==> config.mk <==
export PLATFORM = sky130hd
export DESIGN_NAME = mem_responder_flat
export DESIGN_NICKNAME = d
export VERILOG_FILES = /design/src/rtl/mem_pkg.sv /design/src/rtl/mem_responder_if.sv /design/src/rtl/mem_req_arbiter.sv /design/src/rtl/mem_responder.sv /design/src/flat_wrapper.sv
export SDC_FILE = /design/constraint.sdc
export NUM_CORES = 1
export LEC_CHECK = 0
export CAP_MARGIN = 25
export CORE_MARGIN = 2
export CORE_UTILIZATION = 37
export CTS_CLUSTER_SIZE = 30
export DETAILED_ROUTE_END_ITERATION = 10
export MAX_ROUTING_LAYER = met4
export PLACE_DENSITY = 0.77
export SYNTH_ARGS = -nofsm -noshare
export SYNTH_HDL_FRONTEND = slang
export SYNTH_SLANG_ARGS = --single-unit
==> constraint.sdc <==
create_clock -name CLK -period 2 [get_ports CLK]
set_clock_uncertainty 0.15 [all_clocks]
set_input_delay 0.2 -clock CLK [delete_from_list [all_inputs] [get_ports CLK]]
set_output_delay 0.2 -clock CLK [all_outputs]
set_load 0.02 [all_outputs]
==> src/rtl/mem_pkg.sv <==
// Shared types and helpers for the memory responder.
// Optional feature macro: MEM_RESPONDER_ALIGN_CHECK_EN (adds the misalign output).
package mem_pkg;

  localparam int unsigned MAX_WAIT = 15;

  typedef enum logic [1:0] {MR_IDLE, MR_ACCESS, MR_RESP} mrState;
  typedef enum logic [1:0] {REQ_FETCH, REQ_LOAD, REQ_STORE} reqKind;

  // True when an access of popcount(strobe) bytes starting at byte offset off runs past the word.
  function automatic logic crosses_word(input logic [1:0] off, input logic [3:0] strobe);
    logic [2:0] nbytes;
    nbytes = 3'(strobe[0]) + 3'(strobe[1]) + 3'(strobe[2]) + 3'(strobe[3]);
    return (3'(off) + nbytes) > 3'd4;
  endfunction

endpackage

==> src/rtl/mem_responder_if.sv <==
// CPU-side request/response bus between the request unit and the memory responder.
interface mem_responder_if #(
  parameter int unsigned ADDR_W = 32,
  parameter int unsigned DATA_W = 32
);
  logic              imemRen;
  logic [ADDR_W-1:0] imemaddr;
  logic              dmmRen;
  logic              dmmWen;
  logic [ADDR_W-1:0] dmmaddr;
  logic [DATA_W-1:0] dmmstore;
  logic [3:0]        dmmstrobe;
  logic              i_ready;
  logic              d_ready;
  logic [DATA_W-1:0] imemload;
  logic [DATA_W-1:0] dmmload;

  // Request unit side.
  modport master (
    output imemRen, imemaddr, dmmRen, dmmWen, dmmaddr, dmmstore, dmmstrobe,
    input  i_ready, d_ready, imemload, dmmload
  );

  // Memory responder side.
  modport slave (
    input  imemRen, imemaddr, dmmRen, dmmWen, dmmaddr, dmmstore, dmmstrobe,
    output i_ready, d_ready, imemload, dmmload
  );
endinterface

==> src/rtl/mem_req_arbiter.sv <==
// Fixed-priority request select (store > load > fetch) plus the latch enable for the responder FSM.
module mem_req_arbiter
  import mem_pkg::*;
#(
  parameter int unsigned ADDR_W = 32
) (
  input  logic              idle,
  input  logic              imem_req,
  input  logic              dmm_rreq,
  input  logic              dmm_wreq,
  input  logic [ADDR_W-1:0] imem_addr,
  input  logic [ADDR_W-1:0] dmm_addr,
  output logic              latch_en_c,
  output reqKind            kind_c,
  output logic [ADDR_W-1:0] addr_c
);

  // Data accesses win so the in-flight instruction completes before the next fetch.
  always_comb begin
    latch_en_c = idle && (imem_req || dmm_rreq || dmm_wreq);
    kind_c     = REQ_FETCH;
    addr_c     = imem_addr;
    if (dmm_wreq) begin
      kind_c = REQ_STORE;
      addr_c = dmm_addr;
    end else if (dmm_rreq) begin
      kind_c = REQ_LOAD;
      addr_c = dmm_addr;
    end
  end

endmodule

==> src/rtl/mem_responder.sv <==
// Serializes fetch/load/store requests onto one single-port synchronous RAM with wait states.
// Optional feature macro: MEM_RESPONDER_ALIGN_CHECK_EN (misalign detection and RAM bypass).
module mem_responder
  import mem_pkg::*;
#(
  parameter int unsigned WAIT_CYCLES = 0,
  parameter int unsigned ADDR_W      = 32,
  parameter int unsigned DATA_W      = 32
) (
  input  logic              CLK,
  input  logic              RST,
  mem_responder_if.slave    bus,
  input  logic [DATA_W-1:0] ram_rdata,
  output logic [ADDR_W-1:0] ram_addr,
  output logic              ram_ren,
  output logic              ram_wen,
  output logic [3:0]        ram_be,
  output logic [DATA_W-1:0] ram_wdata
`ifdef MEM_RESPONDER_ALIGN_CHECK_EN
  ,
  output logic              misalign
`endif
);

  localparam logic [3:0] CNT_INIT = 4'((WAIT_CYCLES > MAX_WAIT) ? MAX_WAIT : WAIT_CYCLES);

  mrState            state;
  reqKind            kind_q;
  logic [3:0]        cnt;
  logic              latch_en_c;
  reqKind            kind_c;
  logic [ADDR_W-1:0] addr_c;

  mem_req_arbiter #(.ADDR_W(ADDR_W)) u_arb (
    .idle       (state == MR_IDLE),
    .imem_req   (bus.imemRen),
    .dmm_rreq   (bus.dmmRen),
    .dmm_wreq   (bus.dmmWen),
    .imem_addr  (bus.imemaddr),
    .dmm_addr   (bus.dmmaddr),
    .latch_en_c (latch_en_c),
    .kind_c     (kind_c),
    .addr_c     (addr_c)
  );

`ifdef MEM_RESPONDER_ALIGN_CHECK_EN
  logic fault_c;

  // Fetches must be word aligned; data accesses must stay inside one word.
  always_comb begin
    fault_c = 1'b0;
    if (kind_c == REQ_FETCH) fault_c = (addr_c[1:0] != 2'b00);
    else                     fault_c = crosses_word(addr_c[1:0], bus.dmmstrobe);
  end
`endif

  // Responder FSM: latch the winning request, run the RAM access, emit a one-cycle ready.
  always_ff @(posedge CLK) begin
    if (RST) begin
      state        <= MR_IDLE;
      kind_q       <= REQ_FETCH;
      cnt          <= 4'd0;
      ram_addr     <= '0;
      ram_ren      <= 1'b0;
      ram_wen      <= 1'b0;
      ram_be       <= 4'b0000;
      ram_wdata    <= '0;
      bus.i_ready  <= 1'b0;
      bus.d_ready  <= 1'b0;
      bus.imemload <= '0;
      bus.dmmload  <= '0;
`ifdef MEM_RESPONDER_ALIGN_CHECK_EN
      misalign     <= 1'b0;
`endif
    end else begin
      bus.i_ready <= 1'b0;
      bus.d_ready <= 1'b0;
`ifdef MEM_RESPONDER_ALIGN_CHECK_EN
      misalign    <= 1'b0;
`endif
      case (state)
        MR_IDLE: begin
          if (latch_en_c) begin
            kind_q   <= kind_c;
            cnt      <= CNT_INIT;
            ram_addr <= addr_c & ~ADDR_W'(3);
            ram_be   <= (kind_c == REQ_STORE) ? bus.dmmstrobe : 4'b1111;
            if (kind_c == REQ_STORE) ram_wdata <= bus.dmmstore;
`ifdef MEM_RESPONDER_ALIGN_CHECK_EN
            if (fault_c) begin
              state       <= MR_RESP;
              bus.i_ready <= (kind_c == REQ_FETCH);
              bus.d_ready <= (kind_c != REQ_FETCH);
              misalign    <= 1'b1;
            end else
`endif
            begin
              state   <= MR_ACCESS;
              ram_ren <= (kind_c != REQ_STORE);
              ram_wen <= (kind_c == REQ_STORE) && (CNT_INIT == 4'd0);
            end
          end
        end
        MR_ACCESS: begin
          if (cnt == 4'd0) begin
            state       <= MR_RESP;
            ram_ren     <= 1'b0;
            ram_wen     <= 1'b0;
            bus.i_ready <= (kind_q == REQ_FETCH);
            bus.d_ready <= (kind_q != REQ_FETCH);
            if (kind_q == REQ_FETCH)     bus.imemload <= ram_rdata;
            else if (kind_q == REQ_LOAD) bus.dmmload  <= ram_rdata;
          end else begin
            cnt     <= cnt - 4'd1;
            // Store strobe lands only in the last access cycle so each store writes once.
            ram_wen <= (kind_q == REQ_STORE) && (cnt == 4'd1);
          end
        end
        MR_RESP: state <= MR_IDLE;
        default: state <= MR_IDLE;
      endcase
    end
  end

endmodule
==> src/flat_wrapper.sv <==
// flat-port wrapper written by rule: the top's interface ports become plain ports
module mem_responder_flat import mem_pkg::*;
#(
  parameter int unsigned WAIT_CYCLES = 0,
  parameter int unsigned ADDR_W      = 32,
  parameter int unsigned DATA_W      = 32
)
  (CLK, RST, ram_rdata, ram_addr, ram_ren, ram_wen, ram_be, ram_wdata, bus_imemRen, bus_imemaddr, bus_dmmRen, bus_dmmWen, bus_dmmaddr, bus_dmmstore, bus_dmmstrobe, bus_i_ready, bus_d_ready, bus_imemload, bus_dmmload);
  mem_responder_if #(.ADDR_W(ADDR_W), .DATA_W(DATA_W)) bus_i ();
  input  logic CLK;
  input  logic RST;
  input  logic [DATA_W-1:0] ram_rdata;
  output logic [ADDR_W-1:0] ram_addr;
  output logic ram_ren;
  output logic ram_wen;
  output logic [3:0] ram_be;
  output logic [DATA_W-1:0] ram_wdata;
  input wire logic [$bits(bus_i.imemRen)-1:0] bus_imemRen;
  input wire logic [$bits(bus_i.imemaddr)-1:0] bus_imemaddr;
  input wire logic [$bits(bus_i.dmmRen)-1:0] bus_dmmRen;
  input wire logic [$bits(bus_i.dmmWen)-1:0] bus_dmmWen;
  input wire logic [$bits(bus_i.dmmaddr)-1:0] bus_dmmaddr;
  input wire logic [$bits(bus_i.dmmstore)-1:0] bus_dmmstore;
  input wire logic [$bits(bus_i.dmmstrobe)-1:0] bus_dmmstrobe;
  output wire logic [$bits(bus_i.i_ready)-1:0] bus_i_ready;
  output wire logic [$bits(bus_i.d_ready)-1:0] bus_d_ready;
  output wire logic [$bits(bus_i.imemload)-1:0] bus_imemload;
  output wire logic [$bits(bus_i.dmmload)-1:0] bus_dmmload;
  assign bus_i.imemRen = bus_imemRen;
  assign bus_i.imemaddr = bus_imemaddr;
  assign bus_i.dmmRen = bus_dmmRen;
  assign bus_i.dmmWen = bus_dmmWen;
  assign bus_i.dmmaddr = bus_dmmaddr;
  assign bus_i.dmmstore = bus_dmmstore;
  assign bus_i.dmmstrobe = bus_dmmstrobe;
  assign bus_i_ready = bus_i.i_ready;
  assign bus_d_ready = bus_i.d_ready;
  assign bus_imemload = bus_i.imemload;
  assign bus_dmmload = bus_i.dmmload;
  mem_responder #(.WAIT_CYCLES(WAIT_CYCLES), .ADDR_W(ADDR_W), .DATA_W(DATA_W)) u_core (.CLK(CLK), .RST(RST), .bus(bus_i), .ram_rdata(ram_rdata), .ram_addr(ram_addr), .ram_ren(ram_ren), .ram_wen(ram_wen), .ram_be(ram_be), .ram_wdata(ram_wdata));
endmodule
==> results.ini <==
[drt]
drt_wl_total_mm=16.8
vias=5467
routed_via_density=4.94
drt_iter0_markers=228
wl_per_cell_um=15.2
ant_nets=0
drcViolationCount=0
first_pass_iters=4

[logic_synthesis]
synth_edf_count=0
ys_warn_count=0
synth_ff_type=dfxtp_1
synthTopCellsByCount=nand2_1, dfxtp_1, a21oi_1
ys_seq_area_share_pct=50.3
yosysUniqueCellTypes=40
synth_area_leaders=dfxtp_1, nand2_1, mux2i_1
synth_cells=645
syn-cell-area_mm2=0.00565
syn_avg_cell_area_um2=8.76
netlist.area_leader.share_pct=50.3
yosys.area.top_type=dfxtp_1
ys_seq_elements=142
async_reset_ff_share_pct=0
yosysMostFrequentCell=nand2_1

[global_routing]
grt_busiest_layer=met2
first_global_vias=5358
grt_max_degree=103
grtUsageMet1_pct=25.4
grt_pass1_wl_mm=26.3
grt.total_usage_pct=21.0
met2_usage_pct=33.4
antenna_found_initial=0
overflow=0
met3_usage_pct=5.28

[critical_path]
arrival_ns=2.13
crit_type=reg2reg
critPathCaptureType=flip-flop
r2r_cells=5
cp_max_fo=6
start_kind=flip-flop
cp_data_required_time_ns=2.14

[floorplanning]
start_util_pct=37.5
fp.dieW_um=128
core.rowCount=45
coreArea_mm2=0.0151
ioPinCount=273
die_y_um=128
fp.dieArea_mm2=0.0163

[sta]
max_freq_mhz=503
finalHoldViolCount=0
rsz0062_at_grt=true
hold-worst-slack_ns=0.139
finalSetupViolCount=0
finalCritPeriodShare_pct=99.5
maxSlewViolCount=0
fin_crit_ns=1.99

[place]
post_dp_cell_area_mm2=0.00862
gp_routability_congestion=0.792
placed_cells=1070
dpl.hpwl_mm=11.5
port_buffers=266

[clock_network]
cts_buffer_depth=2
clk_pin_slew_worst_paths_ns=0.06
cts_tree=done
clkLatencyLatePin_ns=0.41
cts_hold_buf=0
cts_htree_levels=4
root_buffer=clkbuf_16
cts_sinks=142
cts-buffers-inserted=17

[finish]
syn_to_final_growth_pct=63.9
final_core_util_pct=61.4
nets=1045
antenna_cells=0
drive_gt1_share_pct=9.26
final_area_mm2=0.00926
stdcell_count=1106

[run]
maxCapViolations=0

[power_and_ir_drop]
seq_power_share_pct=39.3
switching_share_pct=26.7
power_density_mw_per_mm2=867
ir_worst_vdd_mv=0.523
p_int_mw=5.89
p_total_mw=8.03
p_leak_nw=3.57
pwr-share-clk_pct=39.9
p_sw_mw=2.14
comb_power_share_pct=20.7

[min_path]
hold_class=in2reg
min_path_cells=3

[status]
status=finished clean

metrics by stage:
step                setup slack [ns]  setup TNS (ns)
finish                        0.0103               0
floorplan                    -0.0472          -0.472
global placement             -0.0654          -0.640
detailed placement           -0.0748          -0.907
global route                 -0.0290          -0.130
CTS                           0.0233               0
layout make-up:
type,count,area [um^2]
Inverter,8,30.0
Timing Repair Buffer,299,3020
Tap cell,188,235
Sequential cell,142,2850
Multi-Input combinational cell,437,2530
Fill cell,1309,5830
Clock buffer,18,439
Clock inverter,14,168
logic make-up after synthesis:
family	count (synthesis)	share of synthesized area (%)
compound gates	147	16.0
fa+ha+maj	3	0.664
buf+inv	68	5.78
flops	142	50.3
mux	64	11.3
other cells	1	0.0664
simple gates	220	15.9
timing repair:
action                                  in CTS  in global routing
endpoints found under the hold margin        0                  0
endpoints found under the setup margin       0                 13
gates resized for setup                      0                  3
buffers inserted                             0                  3
registers in the layout, summed over array words and instances (netlist names):
register / count
u_core.bus.d_ready: 1
u_core.bus.dmmload: 32
u_core.bus.i_ready: 1
u_core.bus.imemload: 32
u_core.cnt: 4
u_core.kind_q: 2
u_core.ram_addr: 30
u_core.ram_be: 4
u_core.ram_ren: 1
u_core.ram_wdata: 32
u_core.ram_wen: 1
u_core.state: 2
worst paths after layout:
kind	end	startpoint	slack [ns]
max	u_core.bus.dmmload[30]	u_core.cnt[0]	0.01
min	u_core.ram_wdata[14]	RST	0.14
max reg2reg	u_core.bus.dmmload[30]	u_core.cnt[0]	0.01
min reg2reg	u_core.ram_wdata[9]	u_core.ram_wdata[9]	0.30
metal layers:
| layer | vias up | part of all wire (%) | wire length (um) |
|---|---|---|---|
| li1 | 2741 | - | - |
| met1 | 2480 | 44 | 7370 |
| met2 | 211 | 49 | 8180 |
| met3 | 35 | 5.3 | 887 |
| met4 | 0 | 2.2 | 367 |
| met5 | - | 0 | 0 |
placed cells by master (no fill, tap or decap), drive strengths merged, types with 4 or more instances in the layout:
| master | synthesis | routed |
|---|---|---|
| o221a | 4 | 4 |
| clkdlybuf4s50 | 0 | 265 |
| nand2 | 193 | 193 |
| o21ai | 34 | 34 |
| mux2i | 64 | 64 |
| a21oi | 68 | 68 |
| dfxtp | 142 | 142 |
| inv | 8 | 9 |
| clkinv | 0 | 8 |
| clkbuf | 42 | 18 |
| a311oi | 30 | 30 |
| buf | 17 | 34 |
| nor2 | 4 | 4 |
power groups by stage:
stage          clock network, mW  registers, mW  logic [mW]
2_1_floorplan                  0           3.46       0.536
3_3_place_gp                   0           3.21        1.66
3_5_place_dp                   0           3.22        1.67
4_1_cts                     3.31           3.16        1.67
5_1_grt                     3.43           3.18        1.78
6_report                    3.21           3.16        1.67
critical path, stage by stage (launching register included):
cell and delay, ns:
dfxtp_2 0.33, inv_2 0.08, ha_4 0.12, or3b_4 0.41, or4_4 0.63, mux2i_1 0.15
Note: power is estimated with default switching activity, not from simulation.
